<file path="src/rtl/risc_issue_pkg.sv">
// Shared types and constants for the instruction issuer and its program RAM.
package risc_issue_pkg;

  localparam int INSTR_W         = 16;
  localparam int DEFAULT_TIMEOUT = 255;

  typedef enum logic [2:0] {
    S_IDLE    = 3'd0,
    S_FETCH   = 3'd1,
    S_LOAD    = 3'd2,
    S_START   = 3'd3,
    S_EXEC_LO = 3'd4,
    S_EXEC_HI = 3'd5,
    S_DONE    = 3'd6
  } issue_state_t;

endpackage

</file>
<file path="src/rtl/prog_ram.sv">
// Program store: DEPTH x INSTR_W, one synchronous write port and one synchronous read port.
module prog_ram
  import risc_issue_pkg::*;
#(
  parameter int DEPTH = 16,
  parameter int AW    = 4
) (
  input  logic               clk,
  input  logic               we,
  input  logic [AW-1:0]      waddr,
  input  logic [INSTR_W-1:0] wdata,
  input  logic               re,
  input  logic [AW-1:0]      raddr,
  output logic [INSTR_W-1:0] rdata
);

  logic [INSTR_W-1:0] mem_q [DEPTH];
  logic [INSTR_W-1:0] rdata_q;

  // Storage array write port.
  always_ff @(posedge clk) begin
    if (we) begin
      mem_q[waddr] <= wdata;
    end
  end

  // Read port forwards a same-cycle write so a run launched together with a write sees the new word.
  always_ff @(posedge clk) begin
    if (re) begin
      if (we && (waddr == raddr)) begin
        rdata_q <= wdata;
      end else begin
        rdata_q <= mem_q[raddr];
      end
    end
  end

  assign rdata = rdata_q;

endmodule

</file>
<file path="src/rtl/instr_issuer.sv">
// Issues a stored program to the cpu over the in/load/s/w handshake, one instruction at a time,
// waiting for w to drop and rise again before fetching the next word.
module instr_issuer
  import risc_issue_pkg::*;
#(
  parameter int DEPTH   = 16,
  parameter int AW      = $clog2(DEPTH),
  parameter int TIMEOUT = DEFAULT_TIMEOUT
) (
  input  logic               clk,
  input  logic               reset,
  input  logic               prog_we,
  input  logic [AW-1:0]      prog_addr,
  input  logic [INSTR_W-1:0] prog_data,
  input  logic               start,
  input  logic [AW:0]        len,
  input  logic               w,
  output logic [INSTR_W-1:0] in,
  output logic               load,
  output logic               s,
  output logic [AW-1:0]      pc,
  output logic               busy,
  output logic               done,
  output logic               err
);

  localparam int TW = $clog2(TIMEOUT + 1);
  localparam logic [TW-1:0] TMO_LAST = TW'(TIMEOUT - 1);

  issue_state_t       state_q,  state_d;
  logic [AW-1:0]      pc_q,     pc_d;
  logic [AW:0]        issued_q, issued_d;
  logic [AW:0]        len_q,    len_d;
  logic [TW-1:0]      tmo_q,    tmo_d;
  logic [INSTR_W-1:0] in_q,     in_d;
  logic               load_q,   load_d;
  logic               s_q,      s_d;
  logic               busy_q,   busy_d;
  logic               done_q,   done_d;
  logic               err_q,    err_d;

  logic               ram_we_s;
  logic               ram_re_s;
  logic [AW-1:0]      ram_raddr_s;
  logic [INSTR_W-1:0] ram_rdata_s;

  assign ram_we_s = prog_we && (state_q == S_IDLE);

  prog_ram #(
    .DEPTH (DEPTH),
    .AW    (AW)
  ) u_prog_ram (
    .clk   (clk),
    .we    (ram_we_s),
    .waddr (prog_addr),
    .wdata (prog_data),
    .re    (ram_re_s),
    .raddr (ram_raddr_s),
    .rdata (ram_rdata_s)
  );

  // Next-state, counters and registered-output values; outputs are decoded from the state being entered.
  always_comb begin
    state_d  = state_q;
    pc_d     = pc_q;
    issued_d = issued_q;
    len_d    = len_q;
    tmo_d    = tmo_q;
    in_d     = in_q;
    err_d    = err_q;

    case (state_q)
      S_IDLE: begin
        if (start) begin
          len_d    = len;
          pc_d     = '0;
          issued_d = '0;
          tmo_d    = '0;
          err_d    = 1'b0;
          state_d  = (len == '0) ? S_DONE : S_FETCH;
        end else begin
          state_d = S_IDLE;
        end
      end
      S_FETCH: begin
        in_d    = ram_rdata_s;
        state_d = S_LOAD;
      end
      S_LOAD: begin
        state_d = S_START;
      end
      S_START: begin
        tmo_d   = '0;
        state_d = S_EXEC_LO;
      end
      S_EXEC_LO: begin
        if (!w) begin
          tmo_d   = '0;
          state_d = S_EXEC_HI;
        end else if (tmo_q == TMO_LAST) begin
          err_d   = 1'b1;
          state_d = S_IDLE;
        end else begin
          tmo_d = tmo_q + {{(TW-1){1'b0}}, 1'b1};
        end
      end
      S_EXEC_HI: begin
        if (w) begin
          issued_d = issued_q + {{AW{1'b0}}, 1'b1};
          pc_d     = pc_q + {{(AW-1){1'b0}}, 1'b1};
          state_d  = (issued_d == len_q) ? S_DONE : S_FETCH;
        end else if (tmo_q == TMO_LAST) begin
          err_d   = 1'b1;
          state_d = S_IDLE;
        end else begin
          tmo_d = tmo_q + {{(TW-1){1'b0}}, 1'b1};
        end
      end
      S_DONE: begin
        state_d = S_IDLE;
      end
      default: begin
        state_d = S_IDLE;
      end
    endcase

    // The read is launched on the edge into FETCH so the word is on rdata during FETCH.
    ram_re_s    = (state_d == S_FETCH);
    ram_raddr_s = pc_d;

    load_d = (state_d == S_LOAD);
    s_d    = (state_d == S_START);
    busy_d = (state_d != S_IDLE);
    done_d = (state_d == S_DONE);
  end

  // State, counters and output registers.
  always_ff @(posedge clk or negedge reset) begin
    if (!reset) begin
      state_q  <= S_IDLE;
      pc_q     <= '0;
      issued_q <= '0;
      len_q    <= '0;
      tmo_q    <= '0;
      in_q     <= '0;
      load_q   <= 1'b0;
      s_q      <= 1'b0;
      busy_q   <= 1'b0;
      done_q   <= 1'b0;
      err_q    <= 1'b0;
    end else begin
      state_q  <= state_d;
      pc_q     <= pc_d;
      issued_q <= issued_d;
      len_q    <= len_d;
      tmo_q    <= tmo_d;
      in_q     <= in_d;
      load_q   <= load_d;
      s_q      <= s_d;
      busy_q   <= busy_d;
      done_q   <= done_d;
      err_q    <= err_d;
    end
  end

  assign in   = in_q;
  assign load = load_q;
  assign s    = s_q;
  assign pc   = pc_q;
  assign busy = busy_q;
  assign done = done_q;
  assign err  = err_q;

endmodule
</file>
<file path="config.mk">
export PLATFORM = sky130hd
export DESIGN_NAME = instr_issuer
export DESIGN_NICKNAME = d
export VERILOG_FILES = /design/src/rtl/risc_issue_pkg.sv /design/src/rtl/prog_ram.sv /design/src/rtl/instr_issuer.sv
export SDC_FILE = /design/constraint.sdc
export NUM_CORES = 1
export LEC_CHECK = 0
export ABC_AREA = 1
export ABC_CLOCK_PERIOD_IN_PS = 6530
export BUFFER_PORTS_ARGS = -buffer_cell sky130_fd_sc_hd__buf_2
export CAP_MARGIN = 20
export CORE_ASPECT_RATIO = 1.75
export CORE_MARGIN = 2
export CORE_UTILIZATION = 60
export CTS_CLUSTER_DIAMETER = 30
export DETAILED_ROUTE_END_ITERATION = 7
export MAX_ROUTING_LAYER = met4
export PLACE_DENSITY = 0.8
export SYNTH_ARGS = -nofsm -noshare
export SYNTH_HDL_FRONTEND = slang
export SYNTH_SLANG_ARGS = --single-unit
</file>
<file path="constraint.sdc">
create_clock -name clk -period 6.53 [get_ports clk]
set_clock_uncertainty 0.05 [all_clocks]
set_input_delay 1.6325 -clock clk [delete_from_list [all_inputs] [get_ports clk]]
set_output_delay 1.6325 -clock clk [all_outputs]
set_load 0.02 [all_outputs]
</file>
==> metrics.txt <==
run status completed; core area 23,400 um2; # clock sinks between 300 and 400; DR WL met2 around 18,000 um; WP data required roughly 6800 ps; CTS tree done; unrepaired setup endpoints after global routing no; Crit. End Element flop; Die Ht around 210 um; # DRC 0; IO Count 55; WL final 36,000 um; Final Hold Vio Count 0; Die Wd between 100 and 150 um; PostCTS Resize Cnt 0; Layout Nets 1,491; Max clock buf depth 3; flops & latches, synth 318; Met3 Wirelength 3450 um; worst relative slew slack 0.321; routed len/inst 20.1 um; Final setup viols 0; syn_nets 1,440; dpl hpwl 21,500 um; placed insts 1,715; final core utilization 0.699; largest net degree at the start of global routing 68; Seq/Total Area, Yosys 0.649; global-route wire length before repair 55,700 um; initial antenna violation count 0; fin crit share 0.709; CTS Buf Count 40; ys flop type edfxtp_1; I/O Buffers between 50 and 60; clock-pin slew on the worst setup and hold paths 60 ps; layout cell share with drive strength beyond 1 0.128; total track usage 0.298; number of global-route vias before repair 10,388; Starting Density 0.613; synthesized area 14,400 um2; total grt overflow 0; Max Slew Vio Count 0; post-layout worst setup margin 1900 ps; P per Cell Area approximately 370 nW/um2; cell leakage power 6.98 nW; Antenna Nets Post-Route 0; Crit Path Class in2reg; met1 wire length 11,900 um; Post-Route Setup TNS 0 ps; worst vdd ir 290 uV; Worst EP arrival slightly below 5000 ps; initial drt markers 1,098; # diodes 0; startpoint types input pin; clock root cell clkbuf_16; pre-CTS setup slack 1510 ps; crit path time final around 4600 ps; Area growth syn-to-layout 14.0%; total power between 0.006 and 0.007 W; Avg Cell Area, Syn 10.2 um2; EDFF count, synth about 270; H-tree Lvls 2; Top Metal Used met4; yosys warns 0; worst-margin pin slew 1020 ps; Synth cell types 35; vias post-DR around 11,000; post-synthesis async set-or-reset flop share 0.145; vias per cell 5.87; f_max 216 MHz; clk_lat worst skew approximately 540 ps; worst-path fanout max 64; # Post-CTS Setup Buffers 0; DR pass1 iterations 6; Non-Filler Instances about 1,800; placer congestion estimate 0.885; Max Cap Violations 0; Total Die Area between 20,000 and 30,000 um2; # hold bufs at CTS 0; Site Rows 74; worst hold path class reg2reg; post-synthesis cell count between 1,000 and 1,500
==> registers in the layout (all words and copies together), names as in the netlist <==
| signal | cells |
|---|---|
| s | 1 |
| load | 1 |
| err | 1 |
| in | 16 |
| len_q | 5 |
| issued_q | 5 |
| busy | 1 |
| tmo_q | 8 |
| done | 1 |
| u_prog_ram.rdata | 16 |
| pc | 4 |
| u_prog_ram.mem_q | 256 |
| state_q | 3 |
==> cell usage after synthesis (2+ instances only) <==
cell type / number / area share
buf_4: 4 / 0.0021
buf_2: 32 / 0.011
nor3_1: 6 / 0.0021
o22ai_1: 7 / 0.0030
o21ai_0: 14 / 0.0049
clkbuf_1: 21 / 0.0055
nand4_1: 4 / 0.0017
dfrtp_1: 46 / 0.080
inv_1: 243 / 0.063
or2_2: 3 / 0.0013
nor2_1: 31 / 0.0081
nand2_1: 276 / 0.072
edfxtp_1: 272 / 0.57
o21a_1: 2 / 0.0010
buf_1: 9 / 0.0024
nand3_2: 4 / 0.0028
nand3b_1: 49 / 0.026
nand2_4: 5 / 0.0039
nand2_2: 9 / 0.0039
inv_2: 5 / 0.0013
xor2_1: 7 / 0.0043
a21oi_1: 8 / 0.0028
ha_1: 4 / 0.0035
nand3_1: 334 / 0.12
==> logic make-up after synthesis <==
logic type	after synthesis	share of synthesized area
compound gates	34	0.0140
fa+ha+maj	4	0.00348
xor+xnor	8	0.00488
flops	318	0.649
buf+inv	317	0.0873
simple gates	725	0.242
==> cell type report <==
| class | count | area (um2) |
|---|---|---|
| Timing Repair Buffer | 76 | 573 |
| Inverter | 250 | 940 |
| Clock inverter | 32 | 293 |
| Multi-Input combinational cell | 771 | 3850 |
| Clock buffer | 42 | 1030 |
| Sequential cell | 318 | 9320 |
| Fill cell | 1574 | 7040 |
| Tap cell | 304 | 380 |
==> layer usage <==
layer,track usage,up-vias
li1,-,4789
met1,0.340,4891
met2,0.496,688
met3,0.0445,157
met4,0.175,0
met5,-,-
==> critical path, cell delays in order <==
cell      delay [ps]
buf_2            180
nand4_4          200
nand3_4          580
nand2_4          600
nand2_1          200
o211ai_1         160
a21oi_4          580
nand2_4          340
nand2_1          200
nand2_1          120
==> path summary, 6_finish.rpt <==
path                                startpoint                  end  slack (ps)  cells past startpoint
max reg2reg                         state_q[0]  u_prog_ram.rdata[3]        2520                     10
max                                          w  u_prog_ram.rdata[3]        1900                     10
max in group asynchronous                reset           state_q[0]        5140                      2
min reg2reg                u_prog_ram.rdata[3]                in[3]         400                      2
min in group asynchronous                reset          issued_q[3]         860                      1
min                        u_prog_ram.rdata[3]                in[3]         400                      2
==> metrics by stage <==
stage	area, um2	hold WS (ps)
6_report	16400	400
3_3_place_gp	14800	384
2_1_floorplan	14400	376
4_1_cts	16300	405
3_5_place_dp	15000	384
5_1_grt	16400	417
==> cells in the final DEF (no fill, tap or decap), types with 2 or more instances in the layout <==
cell	n
or2_2	3
clkinv_4	5
nand3_4	3
dfrtp_1	46
buf_6	2
clkinvlp_4	5
nand3_2	2
o21ai_0	14
inv_2	5
a21oi_1	8
buf_8	5
ha_1	4
edfxtp_1	272
nand4_1	4
nand2_2	8
nand3_1	334
nand3b_1	49
clkbuf_16	41
nor2_2	13
nor3_1	5
nor2_1	19
nand2_1	276
o22ai_1	7
inv_1	243
buf_4	10
buf_16	4
nand2_4	6
clkinv_2	7
xor2_1	7
clkinv_1	6
inv_6	7
o21a_1	2
buf_2	54
bufinv_16	3
==> where the power goes <==
part	leakage (nW)	internal (W)	switching (W)
registers	3.05	0.00241	0.000113
clock network	0.639	0.00129	0.000866
logic	3.29	0.000413	0.00101
total	6.98	0.00411	0.00199
(Power assumes the default switching activity.)
